File: src/rtl/divf_share_arbiter.sv
// Shares one in-order pipelined divider among NUM_REQ requesters: round-robin issue,
// requester tags kept in a circular FIFO so each returning result goes back to its issuer.
module divf_share_arbiter #(
    parameter int DATA_WIDTH      = 32,
    parameter int NUM_REQ         = 2,
    parameter int ID_WIDTH        = 1,
    parameter int MAX_OUTSTANDING = 10
) (
    input  logic                          clk,
    input  logic                          rst,
    input  logic [NUM_REQ*DATA_WIDTH-1:0] req_lhs,
    input  logic [NUM_REQ*DATA_WIDTH-1:0] req_rhs,
    input  logic [NUM_REQ-1:0]            req_valid,
    output logic [NUM_REQ-1:0]            req_ready,
    output logic [NUM_REQ*DATA_WIDTH-1:0] res_data,
    output logic [NUM_REQ-1:0]            res_valid,
    input  logic [NUM_REQ-1:0]            res_ready,
    output logic [DATA_WIDTH-1:0]         unit_lhs,
    output logic [DATA_WIDTH-1:0]         unit_rhs,
    output logic                          unit_valid,
    input  logic                          unit_ready,
    input  logic [DATA_WIDTH-1:0]         unit_result,
    input  logic                          unit_result_valid,
    output logic                          unit_result_ready
);
    localparam int PTR_W = (MAX_OUTSTANDING > 1) ? $clog2(MAX_OUTSTANDING) : 1;
    localparam int CNT_W = $clog2(MAX_OUTSTANDING + 1);

    logic [ID_WIDTH-1:0] rr_ptr_q, rr_ptr_d;
    logic [PTR_W-1:0]    wr_ptr_q, wr_ptr_d, rd_ptr_q, rd_ptr_d;
    logic [CNT_W-1:0]    count_q, count_d;
    logic [ID_WIDTH-1:0] tag_q [MAX_OUTSTANDING];
    logic [ID_WIDTH-1:0] tag_d [MAX_OUTSTANDING];

    logic [ID_WIDTH-1:0] grant, head;
    logic                any_valid, can_issue, empty, head_ready;
    logic                issue_fire, ret_fire;

    // Search downward so the lowest offset from rr_ptr is the last (winning) assignment.
    always_comb begin
        int idx;
        grant     = '0;
        any_valid = 1'b0;
        idx       = 0;
        for (int k = NUM_REQ - 1; k >= 0; k--) begin
            idx = int'(rr_ptr_q) + k;
            if (idx >= NUM_REQ) idx = idx - NUM_REQ;
            if (req_valid[idx]) begin
                grant     = ID_WIDTH'(idx);
                any_valid = 1'b1;
            end
        end
    end

    assign can_issue  = (count_q < CNT_W'(MAX_OUTSTANDING));
    assign unit_valid = ~rst & any_valid & can_issue;
    assign unit_lhs   = req_lhs[int'(grant)*DATA_WIDTH +: DATA_WIDTH];
    assign unit_rhs   = req_rhs[int'(grant)*DATA_WIDTH +: DATA_WIDTH];
    assign issue_fire = unit_valid & unit_ready;

    assign head  = tag_q[rd_ptr_q];
    assign empty = (count_q == '0);

    always_comb begin
        req_ready  = '0;
        res_valid  = '0;
        head_ready = 1'b0;
        for (int i = 0; i < NUM_REQ; i++) begin
            req_ready[i] = ~rst & (grant == ID_WIDTH'(i)) & can_issue & unit_ready;
            res_valid[i] = ~rst & (head == ID_WIDTH'(i)) & unit_result_valid & ~empty;
            if (head == ID_WIDTH'(i)) head_ready = res_ready[i];
        end
    end

    assign unit_result_ready = ~rst & ~empty & head_ready;
    assign ret_fire          = unit_result_valid & unit_result_ready;
    assign res_data          = {NUM_REQ{unit_result}};

    always_comb begin
        rr_ptr_d = rr_ptr_q;
        wr_ptr_d = wr_ptr_q;
        rd_ptr_d = rd_ptr_q;
        count_d  = count_q;
        tag_d    = tag_q;
        if (issue_fire) begin
            tag_d[wr_ptr_q] = grant;
            wr_ptr_d = (wr_ptr_q == PTR_W'(MAX_OUTSTANDING - 1)) ? '0 : wr_ptr_q + 1'b1;
            rr_ptr_d = (grant == ID_WIDTH'(NUM_REQ - 1)) ? '0 : grant + 1'b1;
        end
        if (ret_fire)
            rd_ptr_d = (rd_ptr_q == PTR_W'(MAX_OUTSTANDING - 1)) ? '0 : rd_ptr_q + 1'b1;
        case ({issue_fire, ret_fire})
            2'b10:   count_d = count_q + 1'b1;
            2'b01:   count_d = count_q - 1'b1;
            default: count_d = count_q;
        endcase
    end

    always_ff @(posedge clk or posedge rst) begin
        if (rst) begin
            rr_ptr_q <= '0;
            wr_ptr_q <= '0;
            rd_ptr_q <= '0;
            count_q  <= '0;
            for (int i = 0; i < MAX_OUTSTANDING; i++) tag_q[i] <= '0;
        end else begin
            rr_ptr_q <= rr_ptr_d;
            wr_ptr_q <= wr_ptr_d;
            rd_ptr_q <= rd_ptr_d;
            count_q  <= count_d;
            tag_q    <= tag_d;
        end
    end
endmodule

File: config.mk
export PLATFORM = sky130hd
export DESIGN_NAME = divf_share_arbiter
export DESIGN_NICKNAME = d
export VERILOG_FILES = /design/src/rtl/divf_share_arbiter.sv
export SDC_FILE = /design/constraint.sdc
export NUM_CORES = 1
export LEC_CHECK = 0
export CAP_MARGIN = 5
export CORE_AREA = 2 2 116 118
export DETAILED_ROUTE_END_ITERATION = 8
export DIE_AREA = 0 0 118 120
export PLACE_DENSITY = 0.6
export SLEW_MARGIN = 25
export SYNTH_ARGS = -nofsm -noshare
export SYNTH_HDL_FRONTEND = slang
export SYNTH_SLANG_ARGS = --single-unit
File: constraint.sdc
create_clock -name clk -period 3.3 [get_ports clk]
set_input_delay 0.495 -clock clk [delete_from_list [all_inputs] [get_ports clk]]
set_output_delay 0.495 -clock clk [all_outputs]
set_load 0.01 [all_outputs]
==> results of run 1 <==
metrics by stage:
step	worst slack (ps)	utilization, %
final	307	33.9
after global placement	412	33.3
after detailed placement	351	33.3
after CTS	285	33.9
after global routing	186	33.9
after floorplan	270	-
critical path, cell delays in order (launching register included):
cell and delay, ps:
dfrtp_1 360, mux4_2 480, or2_0 220, a21oi_2 190, mux2i_1 120, buf_4 160
nor3_1 140, clkdlybuf4s50_1 560
worst max-delay path by stage:
stage	from	endpoint	slack (ps)	cells past startpoint
2_1_floorplan	rd_ptr_q[0]	count_q[3]	270	13
3_3_place_gp	rd_ptr_q[0]	count_q[3]	410	12
3_5_place_dp	rd_ptr_q[0]	count_q[3]	350	12
4_1_cts	rd_ptr_q[0]	unit_result_ready	280	7
5_1_grt	rd_ptr_q[0]	count_q[3]	190	12
6_report	rd_ptr_q[0]	unit_result_ready	310	7
synth_stat cells (all sizes together) (2+ instances only):
master,n,area (um^2)
ha,3,37.5
nor2,12,45.0
nand2,202,758
a21oi,4,23.8
mux2,12,135
and2,2,12.5
a21o,2,15.0
mux2i,5,50.1
nor2b,4,25.0
inv,7,26.3
xnor2,5,43.8
dfrtp,23,576
clkbuf,11,41.3
nand3,7,35.0
xor2,3,26.3
buf,70,510
o21ai,6,30.0
nor3,3,15.0
layer usage:
metal | share of wire (%) | up-vias | wire length [um] | global-route usage (%)
met2 | 50 | 161 | 4590 | 21.8
met1 | 38 | 1282 | 3490 | 13.7
met5 | 0 | - | 0 | 0
met3 | 9.7 | 31 | 895 | 4.13
met4 | 2.4 | 0 | 223 | 3.84
li1 | - | 1432 | - | -
cells in the final DEF, fill, tap and decap left out, types with 4 or more instances in the layout:
| cell type | count |
|---|---|
| buf_4 | 6 |
| clkdlybuf4s50_1 | 205 |
| dfrtp_1 | 23 |
| inv_1 | 7 |
| mux2_2 | 12 |
| mux2i_1 | 5 |
| nand2_1 | 201 |
| nand3_1 | 7 |
| nor2_1 | 12 |
| nor2b_1 | 4 |
| o21ai_0 | 5 |
| xnor2_1 | 5 |
flip-flops by register name, indices dropped and copies added (netlist names):
| register | count |
|---|---|
| rr_ptr_q | 1 |
| rd_ptr_q | 4 |
| tag_q | 10 |
| count_q | 4 |
| wr_ptr_q | 4 |
area by class of cell:
| cell class | instances | share of cell area (%) |
|---|---|---|
| well taps | 176 | 5.00 |
| multi-input cells | 283 | 31.4 |
| repair buffers | 212 | 48.1 |
| clock buffers | 3 | 1.71 |
| flip-flops and latches | 23 | 13.1 |
| inverters | 7 | 0.597 |
| clock inverters | 1 | 0.114 |
cells by family after synthesis:
logic type / Yosys count / synth area share, %
buffers and inverters: 88 / 22.8
xor gates and xnor gates: 8 / 2.77
DFF: 23 / 22.7
AOI/OAI and AO/OA: 16 / 4.05
and+or+nand+nor: 237 / 37.2
adders and majority gates: 4 / 2.27
muxes: 18 / 8.20
report_power, final:
| group | switching (W) | leakage [nW] | internal, W | total [W] |
|---|---|---|---|---|
| clock | 0.0000973 | 0.0409 | 0.000163 | 0.000260 |
| combinational | 0.000537 | 1.70 | 0.000685 | 0.00122 |
| sequential | 0.000123 | 0.282 | 0.000411 | 0.000534 |
| total | 0.000757 | 2.02 | 0.00126 | 0.00202 |
==> flow_summary.toml, run 1 <==
[logic_synthesis]
ys_seq_area_share_pct = 22.7
syn_avg_cell_area_um2 = 6.43
ys.flop_type = "dfrtp_1"
synth.cell_area_um2 = 2530
ys_seq_elements = 23
ys_async_sr_fraction_pct = 100
synth_cell_types = 35
syn-num-nets = 566
synth_edf_count = 0
netlist_instances = 394
ys_warn_count = 0

[cells_and_area]
final_nets = 702
multi_input_area_um2 = 1380
fill_cells = 1363
seq_area_um2 = 576
final_area_um2 = 4400
syn2layout_area_growth_pct = 73.8
fin_cells = 705
diodes = 0
drive_gt1_share_pct = 5.10

[job]
max_cap_viol_count = 0

[run_status]
status = "complete, no violations"

[route]
drt_pass1_iterations = 4
vias = 2906
drt_iter0_markers = 78
drcViolationCount = 0
detail_route.vias_per_cell = 4.12
antenna_left = 0
wl_per_cell_um = 13.1
drt_wl_total_um = 9200

[min_path]
worstHoldPathType = "flip-flop to flip-flop"
min_from = "rr_ptr_q"
holdPathEnd = "rr_ptr_q"
hold_depth = 1

[worst_setup_path]
cp_max_fo = 5
critPathArrivalTime_ps = 2500
r2r-end = "count_q[3]"
r2r_slack_ps = 370
crit_type = "flip-flop to primary output"
rr_worst_depth = 12
cp-end-kind = "primary output"
r2r_start = "rd_ptr_q[0]"
crit_required_ps = 2800
cp-start-kind = "flip-flop"

[clock_network]
cts_buffers = 3
insertion_delay_ps = 250
postCtsSetupRepairBufs = 0
h-tree-depth = 1
clockBufferDepth = 2
cts_tree = "built"
cts-hold-fix-buffers = 0
clock_sinks = 23
path_clk_slew_ps = 60
clock_tree.root_cell = "clkbuf_16"
cts_resized = 0

[sta]
hold_viol = 0
fin_worst_skew_ps = 3.11
worst_slew_pin_slew_ps = 489
fin_hold_ws_ps = 478
final-max-slew-violation-count = 0
setup_viol = 0
grt_setup_unrepaired = "no"
fmax_mhz = 334
relSlewSlack_pct = 67.2
finalSetupTns_ps = 0
fin_crit_ps = 2990
period_share_pct = 90.7

[floorplan]
pin_count = 302
core_um2 = 13000
die_h_um = 120
start_util_pct = 19.5
core.rowCount = 42
die_area_um2 = 14200
die_w_um = 118

[place]
placed_cell_area_um2 = 4320
port_buffers = 205
dp_hpwl_um = 7600
gp_congestion = 0.786
placed_cells = 701

[pwr]
power.density_nw_per_um2 = 458
p_leak_nw = 2.02
power_w = 0.00202
ir_worst_vdd_mv = 0.205

[grt]
grt_pass1_wl_um = 14200
grt.total_usage_pct = 12.2
gr-total-overflow = 0
antenna_found_initial = 0
grt_pass1_vias = 2898
grt_max_degree = 66
No activity file was read; power rests on OpenSTA's default activity.
==> inputs of run 2 (changes only) <==
--- a/config.mk
+++ b/config.mk
@@ -9,6 +9,7 @@
 export CORE_AREA = 2 2 116 118
 export DETAILED_ROUTE_END_ITERATION = 8
 export DIE_AREA = 0 0 118 120
+export HOLD_SLACK_MARGIN = 0.08
 export PLACE_DENSITY = 0.6
 export SLEW_MARGIN = 25
 export SYNTH_ARGS = -nofsm -noshare
==> results of run 2 <==
No change in the layout: final DEF, timing and power equal those of run 1.
